==> src/rtl/splitmerge_token_sched.sv <==
// Round-robin token scheduler for a shared 1-of-4 data/control transmit pair.
// It runs four-phase go/enable sequencing, enforces a tokens-in-flight limit and counts returned tokens.
module splitmerge_token_sched #(
  parameter int NREQ    = 4,
  parameter int MAX_OUT = 4,
  parameter int TIMEOUT = 255,
  parameter int CNT_W   = 16
) (
  input  logic              CLK,
  input  logic              RESET,
  input  logic [NREQ-1:0]   req,
  input  logic [2*NREQ-1:0] req_data,
  input  logic [2*NREQ-1:0] req_ctrl,
  output logic [NREQ-1:0]   gnt,
  output logic [1:0]        tx_data,
  output logic [1:0]        cx_data,
  output logic              go,
  input  logic              Txe,
  input  logic              Cxe,
  input  logic              rx_valid,
  input  logic [1:0]        rx_data,
  output logic              busy,
  output logic [CNT_W-1:0]  tokens_sent,
  output logic [CNT_W-1:0]  tokens_rcvd,
  output logic [1:0]        last_rx,
  output logic [3:0]        out_cnt,
  output logic              timeout_err,
  output logic              rx_err,
  output logic [2:0]        dbg_state
);
  localparam int          IW      = (NREQ > 1) ? $clog2(NREQ) : 1;
  localparam logic [15:0] TO_LAST = 16'(TIMEOUT - 1);
  localparam logic [3:0]  OUT_LIM = 4'(MAX_OUT);

  typedef enum logic [2:0] {
    IDLE      = 3'd0,
    LOAD      = 3'd1,
    WAIT_ACK  = 3'd2,
    WAIT_NEUT = 3'd3,
    HALT      = 3'd4
  } state_t;

  state_t           r_state, w_next;
  logic [1:0]       r_txe_sync, r_cxe_sync, r_rxv_sync;
  logic             r_rxv_d;
  logic             r_go;
  logic [1:0]       r_tx, r_cx, r_last;
  logic [IW-1:0]    r_win, r_rr;
  logic [15:0]      r_timer;
  logic [CNT_W-1:0] r_sent, r_rcvd;
  logic [3:0]       r_out;
  logic             r_to_err, r_rx_err;

  logic          w_txe_s, w_cxe_s, w_rx_edge, w_is_load;
  logic          w_found, w_launch, w_ack, w_neut_done, w_timeout, w_to;
  logic [IW-1:0] w_pick, w_cand;
  logic [1:0]    w_pdata, w_pctrl;

  assign w_txe_s   = r_txe_sync[1];
  assign w_cxe_s   = r_cxe_sync[1];
  assign w_rx_edge = r_rxv_sync[1] & ~r_rxv_d;
  assign w_is_load = (r_state == LOAD);
  assign w_to      = (r_timer == TO_LAST);

  // First requester at or after the rr pointer, searching upward with wrap.
  always_comb begin
    w_found = 1'b0;
    w_pick  = '0;
    w_cand  = '0;
    for (int i = 0; i < NREQ; i++) begin
      w_cand = IW'((int'(r_rr) + i) % NREQ);
      if (!w_found && req[w_cand]) begin
        w_found = 1'b1;
        w_pick  = w_cand;
      end
    end
  end

  always_comb begin
    w_pdata = 2'b11;
    w_pctrl = 2'b11;
    for (int i = 0; i < NREQ; i++) begin
      if (w_pick == IW'(i)) begin
        w_pdata = req_data[2*i +: 2];
        w_pctrl = req_ctrl[2*i +: 2];
      end
    end
  end

  always_comb begin
    w_next      = r_state;
    w_launch    = 1'b0;
    w_ack       = 1'b0;
    w_neut_done = 1'b0;
    w_timeout   = 1'b0;
    case (r_state)
      IDLE: begin
        if (w_found && (r_out < OUT_LIM) && w_txe_s && w_cxe_s) begin
          w_launch = 1'b1;
          w_next   = LOAD;
        end
      end
      LOAD: w_next = WAIT_ACK;
      WAIT_ACK: begin
        if (!w_txe_s && !w_cxe_s) begin
          w_ack  = 1'b1;
          w_next = WAIT_NEUT;
        end else if (w_to) begin
          w_timeout = 1'b1;
          w_next    = HALT;
        end
      end
      WAIT_NEUT: begin
        if (w_txe_s && w_cxe_s) begin
          w_neut_done = 1'b1;
          w_next      = IDLE;
        end else if (w_to) begin
          w_timeout = 1'b1;
          w_next    = HALT;
        end
      end
      HALT:    w_next = HALT;
      default: w_next = IDLE;
    endcase
  end

  always_ff @(posedge CLK or negedge RESET) begin
    if (!RESET) begin
      r_state    <= IDLE;
      r_txe_sync <= '0;
      r_cxe_sync <= '0;
      r_rxv_sync <= '0;
      r_rxv_d    <= 1'b0;
      r_go       <= 1'b0;
      r_tx       <= 2'b11;
      r_cx       <= 2'b11;
      r_last     <= 2'b00;
      r_win      <= '0;
      r_rr       <= '0;
      r_timer    <= '0;
      r_sent     <= '0;
      r_rcvd     <= '0;
      r_out      <= '0;
      r_to_err   <= 1'b0;
      r_rx_err   <= 1'b0;
    end else begin
      r_state    <= w_next;
      r_txe_sync <= {r_txe_sync[0], Txe};
      r_cxe_sync <= {r_cxe_sync[0], Cxe};
      r_rxv_sync <= {r_rxv_sync[0], rx_valid};
      r_rxv_d    <= r_rxv_sync[1];

      if (w_launch) begin
        r_tx  <= w_pdata;
        r_cx  <= w_pctrl;
        r_win <= w_pick;
        r_go  <= 1'b1;
      end
      if (w_ack || w_timeout) r_go <= 1'b0;
      if (w_neut_done || w_timeout) begin
        r_tx <= 2'b11;
        r_cx <= 2'b11;
      end
      if (w_timeout) r_to_err <= 1'b1;
      if (w_neut_done) begin
        r_sent <= r_sent + 1'b1;
        r_rr   <= (r_win == IW'(NREQ - 1)) ? '0 : r_win + 1'b1;
      end

      if (w_next != r_state) r_timer <= '0;
      else if (r_state == WAIT_ACK || r_state == WAIT_NEUT) r_timer <= r_timer + 1'b1;

      // A receive edge landing on the LOAD cycle cancels that cycle's increment.
      if (w_rx_edge) begin
        r_rcvd <= r_rcvd + 1'b1;
        r_last <= rx_data;
      end
      if (w_rx_edge && !w_is_load) begin
        if (r_out == 4'd0) r_rx_err <= 1'b1;
        else r_out <= r_out - 1'b1;
      end else if (!w_rx_edge && w_is_load) begin
        r_out <= r_out + 1'b1;
      end
    end
  end

  always_comb begin
    gnt = '0;
    if (w_neut_done) gnt[r_win] = 1'b1;
  end

  assign go          = r_go;
  assign tx_data     = r_tx;
  assign cx_data     = r_cx;
  assign busy        = (r_state != IDLE);
  assign tokens_sent = r_sent;
  assign tokens_rcvd = r_rcvd;
  assign last_rx     = r_last;
  assign out_cnt     = r_out;
  assign timeout_err = r_to_err;
  assign rx_err      = r_rx_err;
  assign dbg_state   = r_state;
endmodule
==> config.mk <==
export PLATFORM = sky130hd
export DESIGN_NAME = splitmerge_token_sched
export DESIGN_NICKNAME = d
export VERILOG_FILES = /design/src/rtl/splitmerge_token_sched.sv
export SDC_FILE = /design/constraint.sdc
export NUM_CORES = 1
export LEC_CHECK = 0
export ABC_AREA = 1
export CAP_MARGIN = 20
export CORE_UTILIZATION = 57
export CTS_CLUSTER_DIAMETER = 50
export DETAILED_ROUTE_END_ITERATION = 12
export GPL_TIMING_DRIVEN = 0
export PLACE_DENSITY = 0.92
export SETUP_SLACK_MARGIN = 0.3
export SLEW_MARGIN = 20
export SYNTH_ARGS = -nofsm -noshare
export SYNTH_HDL_FRONTEND = slang
export SYNTH_SLANG_ARGS = --single-unit
==> constraint.sdc <==
create_clock -name CLK -period 3.65 [get_ports CLK]
set_clock_uncertainty 0.05 [all_clocks]
set_input_delay 0.9125 -clock CLK [delete_from_list [all_inputs] [get_ports CLK]]
set_output_delay 0.9125 -clock CLK [all_outputs]
set_load 0.005 [all_outputs]
# == Word-level counts from Yosys, hierarchy flattened ==
# Index checks and enable logic that the tools add are counted.
# totals
register_bits,75
out_inout_bits,53
# classes
addsub,9
order_cmp,7
n_eq_ne,11
n_mux,54
n_bitwise,2
reduce_logical,31
# ops
op,n
$add A16 B1 Y16 const B,3
$mux W2,17
$mux W16,2
$mux W1,20
$eq A16 B8 Y1 const B,1
$mux W4,4
$lt A2 B3 Y1 const B,5
$pmux W3 S5,1
$mux W3,4
$logic_and A1 B1 Y1,11
$bmux W1 S2,4
$reduce_bool A2 Y1,4
$logic_not A1 Y1,7
$eq A2 B2 Y1 const B,3
$eq A3 B2 Y1 const B,2
$add A2 B1 Y2 const B,2
$add A2 B2 Y2 const B,2
$add A4 B1 Y4 const B,1
$logic_not A4 Y1,1
$lt A4 B3 Y1 const B,1
$reduce_and A2 Y1,2
$sub A4 B1 Y4 const B,1
$eq A3 B1 Y1 const B,1
$eq A3 B3 Y1 const B,1
other kinds (12),14

# == Longest topological paths before layout ==
# logic_depth
depth_word,19
depth_mapped,15
ltp_nobuf,14

# == Least setup slack after synthesis ==
# OpenSTA, ideal clock, no wires.
# synth_timing
kind,input to register
startpoint,input req[1]
endpoint,register r_timer[10]
setup_time_ps,65
arrival_ps,2131
required_time_ps,3535
slack_ps,1403
path_stages,12
cell_sequence,inv_1 > nand2_1 > nand3_1 > nand2_2 > nor2_4 > nand3b_4 > nand2_4 > nand3_4 > o21ai_4 > buf_6 > nand4_1 > nand2_1
# synth_between
elab_chain_cells,19
elab_cells_between_ends,26
# synth_rtl
item,line,rtl
start: declaration,11,"input logic [NREQ-1:0] req,"
$bmux W1 S2,72,if (!w_found && req[w_cand]) begin
$mux W1 (not written as such),72,
$mux W1,72,
$logic_not A1 Y1,72,
$logic_and A1 B1 Y1,72,
$mux W1,72,
$logic_not A1 Y1,72,
$logic_and A1 B1 Y1,72,
(+2 left out),n/a,
$logic_and A1 B1 Y1,72,
$mux W1 (*),72,
$logic_and A1 B1 Y1 (*) (3 in a row),98,if (w_found && (r_out < OUT_LIM) && w_txe_s && w_cxe_s) begin
$mux W3 (*),98,
$pmux W3 S5 (*),96,case (r_state)
named net w_next[0],43,"state_t r_state, w_next;"
$ne A3 B3 Y1 (*),170,if (w_next != r_state) r_timer <= '0;
$mux W16 / $reduce_bool A2 Y1 (equally long branches),n/a,
end signal: assignment,171,else if (r_state == WAIT_ACK || r_state == WAIT_NEUT) r_timer <= r_timer + 1'b1;
end: declaration,49,logic [15:0] r_timer;
# The timed path passes the listed nets; every way through them passes the cells marked *. The select of a mux whose other input is x is not followed.
# A chain may end at the register's enable or synchronous reset.

# == Final worst setup path ==
# layout_timing
startpoint,register r_state[2] (netlist: dbg_state[2])
endpoint,output gnt[1]
# layout_between
elab_chain_cells,3
# layout_rtl
item,line,rtl
start: declaration,43,
start signal: assignment,147,r_state <= w_next;
$eq A3 B2 Y1,96,
$mux W1,96,
$mux W4,189,if (w_neut_done) gnt[r_win] = 1'b1;
end: declaration,14,"output logic [NREQ-1:0] gnt,"
# Every way passes these cells.

==> results_dict.tcl <==
set metrics [dict create \
    holdPathStages 0 \
    drc 0 \
    hold_path_class "reg2reg" \
    async_flop_share_pct 100 \
    stdcell_count 702 \
    drt_iter0_drc 266 \
    rsz0062_at_grt "no" \
    cts.clk_slew.worst_paths_ns 0.08 \
    dp_cells 686 \
    power_density_nw_per_um2 648 \
    hold_start "r_txe_sync[0]$_DFF_PN0_" \
    clk_latency_ns 0.34 \
    cp.required_ns 2.69 \
    netlist-cell-type-count 35 \
    finalSetupViolCount 0 \
    fmax_mhz 343 \
    htreeDepth 3 \
    critPathLaunchType "flop" \
    cts_sinks 75 \
    num_vias 3750 \
    diodes 0 \
    cts_made_buffers 9 \
    fin_ws_ns 0.736 \
    postSynthAreaPerCell_um2 8.25 \
    seq_area_um2 1880 \
    root_buffer "clkbuf_8" \
    critical_path_class "reg2out" \
    grt_pass1_wl_um 16500 \
    place_worst_setup_slack_ns 0.673 \
    post-cts-setup-buffer-count 0 \
    yosys_register_bits 75 \
    vias_per_cell 5.34 \
    gp_congestion 0.943 \
    totalWireLength_um 9490 \
    start_util_pct 60.6 \
    rrSetupSlack_ns 1.20 \
    io_pins 80 \
    synth_edf_count 0 \
    track_usage_pct 27.5 \
    die_area_um2 7730 \
    drive_gt1_share_pct 8.42 \
    cap_violations 0 \
    cts_tree "done" \
    finish.net_count 639 \
    status "completed" \
    fill_cells 497 \
    syn_to_final_growth_pct 26.9 \
    tightestPinTransition_ns 0.524 \
    crit_fanout 10 \
    route.antenna.remaining_nets 0 \
    reg2regPathDepth 11 \
    hpwl_um 7190 \
    first_pass_iters 5 \
    route.detailed.wl_per_inst_um 13.5 \
    die_h_um 87.9 \
    ys_seq_area_share_pct 44.7 \
    grt_start_max_net_pins 60 \
    core_um2 6940 \
    cp_data_arrival_time_ns 1.95 \
    placementRows 30 \
    multi_input_area_um2 2010 \
    final-hold-violation-count 0 \
    cp-end-kind "primary output" \
    p_leak_uw 0.00267 \
    syn-instance-count 510 \
    placed_area_um2 5140 \
    relSlewSlack_pct 64.9 \
    r2r-end "out_cnt[3]$_DFFE_PN0P_" \
    final_cell_mix "128 x nand2_1, 78 x clkdlybuf4s50_1, 71 x dfrtp_1, 61 x inv_1, 60 x nor2_1" \
    layout_min_cycle_time_ns 2.91 \
    io_buffer_count 79 \
    holdPathEnd "r_txe_sync[1]$_DFF_PN0_" \
    syn-cell-area_um2 4210 \
    max-vdd-ir-drop_mv 0.466 \
    final_common_cell "nand2_1" \
    worstReg2RegStart "dbg_state[0]$_DFF_PN0_" \
    first_global_vias 3767 \
    cts_resized 0 \
    finalCritPeriodShare_pct 79.8 \
    cts-root-to-sink-buffers 2 \
    postLayoutCellArea_um2 5340 \
    hold_buffers 0 \
    final_util_pct 76.9 \
    grt.overflow.total 0 \
    fp.dieW_um 87.9 \
    yosysWarnings 0 \
    slew_violations 0 \
    synth_nets 548 \
    antenna_found_initial 0 \
    ys.flop_type "dfrtp_1" \
]
## cell usage after synthesis (6+ instances only)
cell type  count  area [um^2]
o21ai_0        6         30.0
ha_1          10          125
nand2_1      128          480
nor3_1         6         30.0
xor2_1        30          263
nand3_1       36          180
nand4_1       35          219
dfrtp_1       71         1780
xnor2_1       15          131
inv_1         61          229
a21oi_1        9         45.0
nor2_1        60          225
## metrics by stage
step,setup TNS (ns),total power (uW),hold WS [ns]
5_1_grt,0,3700,0.310
3_3_place_gp,-58.17,2720,0.283
4_1_cts,0,3460,0.308
2_1_floorplan,0,2240,0.281
6_report,0,3460,0.310
3_5_place_dp,0,2830,0.291
## cell families after synthesis
kind of cell / Yosys count / synth area share, %
flip-flops: 75 / 44.7
adder cells (fa/ha/maj): 11 / 3.45
XOR/XNOR: 46 / 9.75
AO/OA/AOI/OAI: 22 / 3.15
buffers and inverters: 73 / 7.46
AND/OR/NAND/NOR: 283 / 31.5
## cell type report
class	instances	share of cell area (%)
Sequential cell	75	35.2
Timing Repair Buffer	80	15.3
Tap cell	96	2.25
Multi-Input combinational cell	362	37.7
Clock inverter	4	0.937
Inverter	65	4.57
Buffer	8	1.31
Clock buffer	12	2.72
## metal layers
metal	vias to the layer above	share of wire (%)	track usage [%]
met4	0	2.1	11.9
met1	1777	41	32.0
met5	-	0	0
met3	25	5.0	5.09
li1	1815	-	-
met2	133	52	49.3
## registers in the layout (all words and copies together), names as in the netlist
signal and cells:
tokens_sent 16, r_win 2, r_rxv_d 1, r_txe_sync 2
tx_data 2, tokens_rcvd 16, go 1, cx_data 2
timeout_err 1, rx_err 1, r_rr 2, r_cxe_sync 2
r_timer 16, r_rxv_sync 2, last_rx 2, out_cnt 4
dbg_state 3
## report_power, final
part           switching [uW]  internal, uW  leakage [uW]  total [uW]
sequential                163           986      0.000981        1150
clock                     297           334     0.0000926         631
combinational             986           696       0.00159        1680
total                    1450          2020       0.00267        3460
## worst max-delay path by stage
stage                     cells past startpoint                           to              startpoint  slack [ns]
after floorplan                              12      r_timer[10]$_DFFE_PN0P_                  req[1]        1.40
after detailed placement                     14       tx_data[0]$_DFFE_PN1P_                  req[1]        0.67
final                                         6                       gnt[1]  dbg_state[2]$_DFF_PN0_        0.74
after CTS                                     6                       gnt[1]  dbg_state[2]$_DFF_PN0_        0.71
after global routing                          6                       gnt[1]  dbg_state[2]$_DFF_PN0_        0.63
after global placement                        1  tokens_rcvd[15]$_DFFE_PN0P_                   RESET       -0.82
## critical path: stages (launching register included)
cell and delay (ns):
dfrtp_1 0.40, inv_1 0.12, nand2_2 0.16, nor2_4 0.16
nand2_4 0.12, nor2_1 0.13, clkdlybuf4s50_1 0.52
No activity file was read; power rests on OpenSTA's default activity.
